## src/rtl/codec_pkg.sv

```systemverilog
// Shared codec-link definitions: default serial timing and the receive FSM states.
// The DAC transmit path uses the same timing constants so both paths share one frame.
package codec_pkg;

  localparam int DATA_W_DEF   = 24;
  localparam int SLOT_CNT_DEF = 25;
  localparam int BCLK_LO_DEF  = 2;
  localparam int BCLK_HI_DEF  = 3;

  typedef enum logic [1:0] {
    RX_IDLE  = 2'd0,
    RX_START = 2'd1,
    RX_LEFT  = 2'd2,
    RX_RIGHT = 2'd3
  } rx_state_t;

endpackage

```

## src/rtl/codec_adc_rx_if.sv

```systemverilog
// Stereo sample-pair stream from the ADC receiver to the DSP/FIR chain.
// Handshake: a pair transfers on any cycle with o_valid & i_ready; o_left/o_right stay stable
// while o_valid is high unless the producer overwrites them with a newer pair.
interface codec_adc_rx_if #(
  parameter int DATA_W = codec_pkg::DATA_W_DEF
) ();

  logic [DATA_W-1:0] o_left;
  logic [DATA_W-1:0] o_right;
  logic              o_valid;
  logic              i_ready;

  modport master (output o_left, output o_right, output o_valid, input i_ready);
  modport slave  (input o_left, input o_right, input o_valid, output i_ready);

endinterface

```

## src/rtl/sync_2ff.sv

```systemverilog
// Two-flop synchroniser for a single asynchronous input bit.
module sync_2ff (
  input  logic i_clk,
  input  logic i_rst,
  input  logic i_d,
  output logic o_q
);

  logic meta;

  always_ff @(posedge i_clk or posedge i_rst) begin
    if (i_rst) begin
      meta <= 1'b0;
      o_q  <= 1'b0;
    end else begin
      meta <= i_d;
      o_q  <= meta;
    end
  end

endmodule

```

## src/rtl/codec_adc_rx.sv

```systemverilog
// Master-mode codec ADC receiver: generates BCLK/ADCLRCK from MCLK, deserialises ADCDAT
// into left/right samples and offers each stereo pair on a valid/ready stream.
module codec_adc_rx
  import codec_pkg::*;
#(
  parameter int DATA_W     = DATA_W_DEF,
  parameter int SLOT_CNT   = SLOT_CNT_DEF,
  parameter int BCLK_LO    = BCLK_LO_DEF,
  parameter int BCLK_HI    = BCLK_HI_DEF,
  parameter int DATA_DELAY = 1
) (
  input  logic                  i_clk,
  input  logic                  i_rst,
  input  logic                  i_config_done,
  input  logic                  i_adc_dat,
  input  logic                  i_ovr_clr,
  output logic                  o_bclk,
  output logic                  o_adclrck,
  output logic                  o_overrun,
  output rx_state_t             o_state,
  codec_adc_rx_if.master        rx
);

  localparam int PH_W    = $clog2(BCLK_LO + BCLK_HI);
  localparam int SL_W    = $clog2(SLOT_CNT);
  localparam int PH_LAST = BCLK_LO + BCLK_HI - 1;
  localparam logic [SL_W:0] CAP_LO = (SL_W+1)'(DATA_DELAY);
  localparam logic [SL_W:0] CAP_HI = (SL_W+1)'(DATA_DELAY + DATA_W);

  rx_state_t         state, state_nxt;
  logic [PH_W-1:0]   phase;
  logic [SL_W-1:0]   slot;
  logic [SL_W-1:0]   s_idx;
  logic              adc_sync;
  logic              last_phase, half_end, cap_slot, shift_en, publish;
  logic [DATA_W-1:0] shreg, shreg_nxt, left_hold;
  logic [DATA_W-1:0] left_q, right_q;
  logic              valid_q, ovr_q;

  sync_2ff u_sync (
    .i_clk (i_clk),
    .i_rst (i_rst),
    .i_d   (i_adc_dat),
    .o_q   (adc_sync)
  );

  // slot counts down; s_idx is the slot number counted up from the LRCK edge
  assign s_idx      = SL_W'(SLOT_CNT - 1) - slot;
  assign last_phase = (phase == PH_W'(PH_LAST));
  assign half_end   = last_phase && (slot == '0);
  assign cap_slot   = (({1'b0, s_idx} + (SL_W+1)'(1)) > CAP_LO) && ({1'b0, s_idx} < CAP_HI);
  assign shift_en   = ((state == RX_LEFT) || (state == RX_RIGHT)) && last_phase && cap_slot;
  assign shreg_nxt  = shift_en ? {shreg[DATA_W-2:0], adc_sync} : shreg;
  assign publish    = (state == RX_RIGHT) && half_end;

  always_ff @(posedge i_clk or posedge i_rst) begin
    if (i_rst) state <= RX_IDLE;
    else       state <= state_nxt;
  end

  always_comb begin
    state_nxt = state;
    o_bclk    = 1'b1;
    o_adclrck = 1'b0;
    case (state)
      RX_IDLE:  if (i_config_done) state_nxt = RX_START;
      RX_START: state_nxt = RX_LEFT;
      RX_LEFT: begin
        o_bclk    = (phase >= PH_W'(BCLK_LO));
        o_adclrck = 1'b1;
        if (half_end) state_nxt = RX_RIGHT;
      end
      RX_RIGHT: begin
        o_bclk = (phase >= PH_W'(BCLK_LO));
        if (half_end) state_nxt = RX_LEFT;
      end
      default: state_nxt = RX_IDLE;
    endcase
  end

  always_ff @(posedge i_clk or posedge i_rst) begin
    if (i_rst) begin
      phase <= '0;
      slot  <= '0;
    end else begin
      case (state)
        RX_START: begin
          phase <= '0;
          slot  <= SL_W'(SLOT_CNT - 1);
        end
        RX_LEFT, RX_RIGHT: begin
          if (last_phase) begin
            phase <= '0;
            slot  <= (slot == '0) ? SL_W'(SLOT_CNT - 1) : slot - 1'b1;
          end else begin
            phase <= phase + 1'b1;
          end
        end
        default: begin
          phase <= '0;
          slot  <= '0;
        end
      endcase
    end
  end

  // left_hold and the published right word both include the final shift of their half-frame
  always_ff @(posedge i_clk or posedge i_rst) begin
    if (i_rst) begin
      shreg     <= '0;
      left_hold <= '0;
      left_q    <= '0;
      right_q   <= '0;
      valid_q   <= 1'b0;
      ovr_q     <= 1'b0;
    end else begin
      shreg <= shreg_nxt;
      if ((state == RX_LEFT) && half_end) left_hold <= shreg_nxt;
      if (publish) begin
        left_q  <= left_hold;
        right_q <= shreg_nxt;
        valid_q <= 1'b1;
      end else if (valid_q && rx.i_ready) begin
        valid_q <= 1'b0;
      end
      if (publish && valid_q && !rx.i_ready) ovr_q <= 1'b1;
      else if (i_ovr_clr)                     ovr_q <= 1'b0;
    end
  end

  assign rx.o_left  = left_q;
  assign rx.o_right = right_q;
  assign rx.o_valid = valid_q;
  assign o_overrun  = ovr_q;
  assign o_state    = state;

endmodule

```

## src/flat_wrapper.sv

```systemverilog
// flat-port wrapper written by rule: the top's interface ports become plain ports
module codec_adc_rx_flat import codec_pkg::*;
#(
  parameter int DATA_W     = DATA_W_DEF,
  parameter int SLOT_CNT   = SLOT_CNT_DEF,
  parameter int BCLK_LO    = BCLK_LO_DEF,
  parameter int BCLK_HI    = BCLK_HI_DEF,
  parameter int DATA_DELAY = 1
)
  (i_clk, i_rst, i_config_done, i_adc_dat, i_ovr_clr, o_bclk, o_adclrck, o_overrun, o_state, rx_o_left, rx_o_right, rx_o_valid, rx_i_ready);
  codec_adc_rx_if #(.DATA_W(DATA_W)) rx_i ();
  input  logic i_clk;
  input  logic i_rst;
  input  logic i_config_done;
  input  logic i_adc_dat;
  input  logic i_ovr_clr;
  output logic o_bclk;
  output logic o_adclrck;
  output logic o_overrun;
  output rx_state_t o_state;
  output wire logic [$bits(rx_i.o_left)-1:0] rx_o_left;
  output wire logic [$bits(rx_i.o_right)-1:0] rx_o_right;
  output wire logic [$bits(rx_i.o_valid)-1:0] rx_o_valid;
  input wire logic [$bits(rx_i.i_ready)-1:0] rx_i_ready;
  assign rx_o_left = rx_i.o_left;
  assign rx_o_right = rx_i.o_right;
  assign rx_o_valid = rx_i.o_valid;
  assign rx_i.i_ready = rx_i_ready;
  codec_adc_rx #(.DATA_W(DATA_W), .SLOT_CNT(SLOT_CNT), .BCLK_LO(BCLK_LO), .BCLK_HI(BCLK_HI), .DATA_DELAY(DATA_DELAY)) u_core (.i_clk(i_clk), .i_rst(i_rst), .i_config_done(i_config_done), .i_adc_dat(i_adc_dat), .i_ovr_clr(i_ovr_clr), .o_bclk(o_bclk), .o_adclrck(o_adclrck), .o_overrun(o_overrun), .o_state(o_state), .rx(rx_i));
endmodule
```

## config.mk

```make
export PLATFORM = sky130hd
export DESIGN_NAME = codec_adc_rx_flat
export DESIGN_NICKNAME = d
export VERILOG_FILES = /design/src/rtl/codec_pkg.sv /design/src/rtl/codec_adc_rx_if.sv /design/src/rtl/sync_2ff.sv /design/src/rtl/codec_adc_rx.sv /design/src/flat_wrapper.sv
export SDC_FILE = /design/constraint.sdc
export NUM_CORES = 1
export LEC_CHECK = 0
export CORE_MARGIN = 1
export CORE_UTILIZATION = 45
export DETAILED_ROUTE_END_ITERATION = 8
export PLACE_DENSITY_LB_ADDON = 0.12
export SETUP_SLACK_MARGIN = 0.1
export SYNTH_ARGS = -nofsm -noshare
export SYNTH_HDL_FRONTEND = slang
export SYNTH_SLANG_ARGS = --single-unit
export TNS_END_PERCENT = 10
```

## constraint.sdc

```tcl
create_clock -name i_clk -period 5.6 [get_ports i_clk]
set_input_delay 1.12 -clock i_clk [delete_from_list [all_inputs] [get_ports i_clk]]
set_output_delay 1.12 -clock i_clk [all_outputs]
set_load 0.03 [all_outputs]
```

Word-level counts from Yosys, hierarchy flattened
Cells that the tools add are included.
{"block": "totals", "output_inout_bits": 54, "in_bits": 6, "rom_bits": 0, "n_memories": 0, "word_cells": 59, "reg_bits": 110, "ram_bits": 0, "latch_bits": 0}
{"block": "classes", "shift": 0, "mux": 16, "n_reduce_logical": 17, "n_div": 0, "add_sub_neg": 4, "magnitude_cmp": 3, "bitwise": 0, "n_mul": 0, "eq_ne": 8}
{"op": "2-to-1 mux 24 bit", "n": 1}
{"op": "2-to-1 mux 5 bit", "n": 2}
{"op": "one-hot mux 5 bit (2 select lines)", "n": 1}
{"op": "logical AND 1 bit", "n": 9}
{"op": "one-hot mux 2 bit (4 select lines)", "n": 1}
{"op": "adder 5 x 1 -> 6 bit, second input constant", "n": 1}
{"op": "greater-than comparator 6 x 1 -> 1 bit, second input constant", "n": 1}
{"op": "2-to-1 mux 1 bit", "n": 6}
{"op": "2-to-1 mux 2 bit", "n": 3}
{"op": "2-to-1 mux 3 bit", "n": 2}
{"op": "inequality test 2 x 1 -> 1 bit, second input constant", "n": 3}
{"op": "zero test 5 bit", "n": 1}
{"op": "less-than comparator 5 bit, second input constant", "n": 1}
{"op": "subtractor 5 x 1 -> 5 bit, second input constant", "n": 1}
{"op": "subtractor 5 bit, first input constant", "n": 1}
{"op": "== test 2 bit, second input constant", "n": 2}
{"op": "nonzero test 2 bit", "n": 2}
{"op": "adder 3 x 1 -> 3 bit, second input constant", "n": 1}
{"op": "== test 3 bit, second input constant", "n": 1}
{"op": ">= comparator 3 x 2 -> 1 bit, second input constant", "n": 1}
{"op": "AND reduction 3 bit", "n": 1}
{"op": "== test 2 x 1 -> 1 bit, second input constant", "n": 1}
{"op": "zero test 2 bit", "n": 1}
{"op": "inequality test 2 bit, second input constant", "n": 1}
{"op": "3 further kinds", "n": 3}

Depth between registers and ports, before layout
{"block": "depth", "depth_word": 6, "mapped_depth": 11, "mapped_depth_nobuf": 8}

Modules after synthesis
A second synthesis with hierarchy kept.
{"block": "unflattened", "cells_unflattened": 298, "hier_area_um2": 4299.1}
{"module": "codec_adc_rx", "area_per_inst_um2": 4245.3, "n_inst": 1, "cells_each": 295, "seq_area_each_um2": 2677.6}
{"module": "sync_2ff", "area_per_inst_um2": 53.8, "n_inst": 1, "cells_each": 3, "seq_area_each_um2": 50.0}

Least setup slack after synthesis
No wires, ideal clock.
{"block": "synth_path", "path_kind": "register to output", "from": "reg u_core.state[1] (netlist: u_core.o_state[1])", "to": "out o_bclk", "slack_ps": 2903, "path_stages_with_launch": 4, "t_arrival_ps": 1577, "path_buffers": 1, "required_time_ps": 4480, "path_cell_list": "dfrtp_1 > inv_1 > clkbuf_1 > or4_1"}
{"block": "synth_via", "elab_chain_cells": 3, "elab_cells_between_ends": 4, "classes_between": "eq/ne (2); mux (1); reduce/logical (1)"}
{"element": "start, declared", "line_no": "codec_adc_rx.sv:30", "text": "rx_state_t state, state_nxt;"}
{"element": "start signal, assigned", "line_no": "codec_adc_rx.sv:58", "text": "else state <= state_nxt;"}
{"element": "== test 2 bit", "line_no": "codec_adc_rx.sv:65", "text": "case (state)"}
{"element": "OR reduction 2 bit (no line) (*)"}
{"element": "2-to-1 mux 1 bit (*)"}
{"element": "end, declared", "line_no": "flat_wrapper.sv:17", "text": "output logic o_bclk;"}
Mark *: on every way between the ends. The rest lies on a longest branch, timed or not.

Worst setup path after layout
Same ends and word-level chain as after synthesis.

==> results.py <==
metrics = {
    "global_route": {
        "use_met1": 0.2316,
        "grt.overflow.total": 0,
        "antenna_found_initial": 0,
        "grt_pass1_vias": 2891,
        "grt.busiest_layer": "met2",
        "grt_max_degree": 74,
        "grt_pass1_wl_um": 13760,
        "use_met3": 0.04438,
        "grt_use_total": 0.1731,
        "grt_util_met2": 0.2836,
    },
    "sta": {
        "period_share": 0.5878,
        "setup_violations": 0,
        "slew_violations": 0,
        "clock.fmax_mhz": 303.8,
        "hold_slack_ns": 0.3630,
        "worst_pin_slew_ns": 1.016,
        "setup_tns_ns": 0,
        "skew_ns": 0.01087,
        "min_period_ns": 3.292,
        "slew_headroom": 0.3212,
        "hold_violations": 0,
        "rsz0062_at_grt": "false",
    },
    "synthesis": {
        "synth_top_area_share": 0.6227,
        "synth_cell_types": 35,
        "synthTopCellsByArea": "dfrtp_1, nand2_1, a21oi_1",
        "synthCells": 426,
        "ys.warnings.count": 0,
        "syn_nets": 441,
        "syn-cell-area_um2": 4420,
        "yosysSeqAreaShare": 0.6227,
        "postSynthAreaPerCell_um2": 10.38,
        "ys_ff_latch": 110,
        "yosysTopAreaCell": "dfrtp_1",
    },
    "route": {
        "drtPass1Iterations": 4,
        "route.detailed.drc": 0,
        "avgRoutedWirePerCell_um": 13.25,
        "ant_nets": 0,
        "num_vias": 2968,
        "viasPerCell": 4.850,
        "drt-initial-drc-count": 115,
        "wl_um": 8107,
    },
    "cts": {
        "clkLatencyLatePin_ns": 0.36,
        "cts-resized-gates": 0,
        "cts_tree": "done",
        "cts_max_level": 3,
        "hold_buffers": 0,
        "numCtsBuffers": 9,
        "clkTransAtPathRegs_ns": 0.11,
        "ctsRootBufferMaster": "clkbuf_8",
        "postCtsSetupRepairBufs": 0,
        "cts_max_path_buffers": 2,
        "cts.sink_count": 110,
    },
    "place": {
        "hpwl_um": 5177,
        "gp_congestion": 0.7806,
        "port_buffers": 59,
    },
    "floorplan": {
        "core_area_um2": 9371,
        "chipHeight_um": 101.1,
        "fp.dieW_um": 101.1,
        "start_util": 0.4717,
        "fp.dieArea_um2": 10220,
        "ioPinCount": 60,
        "rows": 35,
    },
    "min_path": {
        "worstHoldEndpoint": "u_core.u_sync.o_q$_DFF_PP0_",
        "hold_depth": 0,
        "hp-start": "u_core.u_sync.meta$_DFF_PP0_",
        "hp-class": "reg -> reg",
    },
    "final_layout": {
        "layout_commonest_cell": "dfrtp_1",
        "area_delta_synth_final_pct": 19.78,
        "layout_common_cells": "dfrtp_1, nand2_1, nor2_1, clkdlybuf4s50_1, a21oi_1",
        "fin_nets": 493,
        "utilization": 0.5650,
        "layout-drive-gt1-share": 0.05797,
        "num_antenna_cells": 0,
    },
    "worst_setup_path": {
        "worst_r2r_path_depth": 9,
        "reg2reg_from": "u_core.slot[0]$_DFFE_PP0P_",
        "reg2reg_to": "u_core.rx.o_right[3]$_DFFE_PP0P_",
        "start_kind": "flip-flop",
        "critical_path_class": "reg -> out",
        "critPathRequiredTime_ns": 4.48,
        "cp.arrival_ns": 2.17,
        "worstSetupEndpointType": "primary output",
        "critPathMaxFanout": 13,
        "r2r_slack_ns": 2.67,
    },
    "pwr": {
        "peakVddDrop_v": 0.0002094,
        "p_leak_nw": 2.671,
        "power_density_nw_per_um2": 252.8,
    },
    "run": {
        "max-cap-violations": 0,
    },
    "outcome": {
        "status": "finished clean",
    },
}
[registers in the layout, indices dropped and copies added (netlist names)]
register,count
u_core.rx.o_left,24
u_core.o_overrun,1
u_core.u_sync.o_q,1
u_core.o_state,2
u_core.slot,5
u_core.shreg,24
u_core.u_sync.meta,1
u_core.left_hold,24
u_core.rx.o_valid,1
u_core.phase,3
u_core.rx.o_right,24
[metal layers]
layer | part of all wire | wire [um]
met5 | 0 | 0
met4 | 0.0068 | 55
met3 | 0.037 | 301
met2 | 0.48 | 3871
met1 | 0.48 | 3878
[power breakdown]
group          leakage (nW)  switching (mW)  internal [mW]  total (mW)
sequential             1.48         0.00176          0.797       0.799
clock                 0.106           0.263          0.253       0.516
combinational          1.09          0.0184        0.00525      0.0236
total                  2.67           0.283           1.06        1.34
[area by class of cell]
type | instances | area (um^2)
inverter | 35 | 138.9
timing repair buffer | 63 | 620.6
sequential | 110 | 2753
multi-input combinational | 259 | 1400
tap | 129 | 161.4
fill | 856 | 4076
clock inverter | 7 | 97.59
clock buffer | 9 | 123.9
[critical path, stage by stage, from the launching register on]
cell             delay (ns)
dfrtp_1                0.43
inv_1                  0.22
or4_1                  0.56
clkdlybuf4s50_1        0.60
[through the flow]
stage | instances | setup WS, ns | power (mW) | cell area, um^2
2_1_floorplan | 426 | 1.578 | 0.8297 | 4420
3_3_place_gp | 596 | 2.747 | 0.8394 | 5074
3_5_place_dp | 596 | 2.694 | 0.8402 | 5074
4_1_cts | 612 | 2.286 | 1.357 | 5295
5_1_grt | 612 | 2.190 | 1.387 | 5295
6_report | 612 | 2.308 | 1.339 | 5295
[worst max-delay path by stage]
stage	start	end	slack (ns)	cells past startpoint
finish	u_core.o_state[1]$_DFFE_PP0P_	o_bclk	2.31	3
global route	u_core.o_state[1]$_DFFE_PP0P_	o_bclk	2.19	3
CTS	u_core.o_state[1]$_DFFE_PP0P_	o_bclk	2.29	3
detailed placement	u_core.o_state[1]$_DFFE_PP0P_	o_bclk	2.69	3
global placement	u_core.o_state[1]$_DFFE_PP0P_	o_bclk	2.75	3
floorplan	i_rst	u_core.left_hold[0]$_DFFE_PP0P_	1.58	1
[cell usage after synthesis]
| cell | instances |
|---|---|
| a21boi_0 | 1 |
| a21o_1 | 1 |
| a21oi_1 | 55 |
| a221oi_1 | 2 |
| a31oi_1 | 1 |
| and2_0 | 1 |
| and2_1 | 2 |
| and3_1 | 1 |
| and3_2 | 1 |
| buf_12 | 2 |
| buf_6 | 3 |
| clkbuf_1 | 17 |
| dfrtp_1 | 110 |
| ha_1 | 9 |
| inv_1 | 34 |
| inv_6 | 1 |
| mux2i_1 | 23 |
| mux2i_2 | 1 |
| nand2_1 | 78 |
| nand2b_1 | 1 |
| nand3_1 | 1 |
| nand3b_1 | 1 |
| nor2_1 | 59 |
| nor2b_1 | 1 |
| nor3_1 | 6 |
| nor4b_4 | 1 |
| o2111ai_1 | 1 |
| o21ai_0 | 3 |
| o21bai_1 | 1 |
| o22ai_1 | 2 |
| o311a_1 | 1 |
| o31ai_1 | 1 |
| or3_4 | 1 |
| or4_1 | 1 |
| xor2_1 | 2 |
[logic make-up (layout without fill, tap and decap cells)]
kind of cell / count (synthesis) / in the layout / share of synthesized area
AOI/OAI and AO/OA: 69 / 69 / 0.08492
adders and majority gates: 9 / 9 / 0.02547
muxes: 24 / 24 / 0.05519
xor gates and xnor gates: 2 / 2 / 0.003963
buffers and inverters: 57 / 114 / 0.06199
and+or+nand+nor: 155 / 155 / 0.1458
DFF: 110 / 110 / 0.6227
Power figures use the tool's default switching activity.
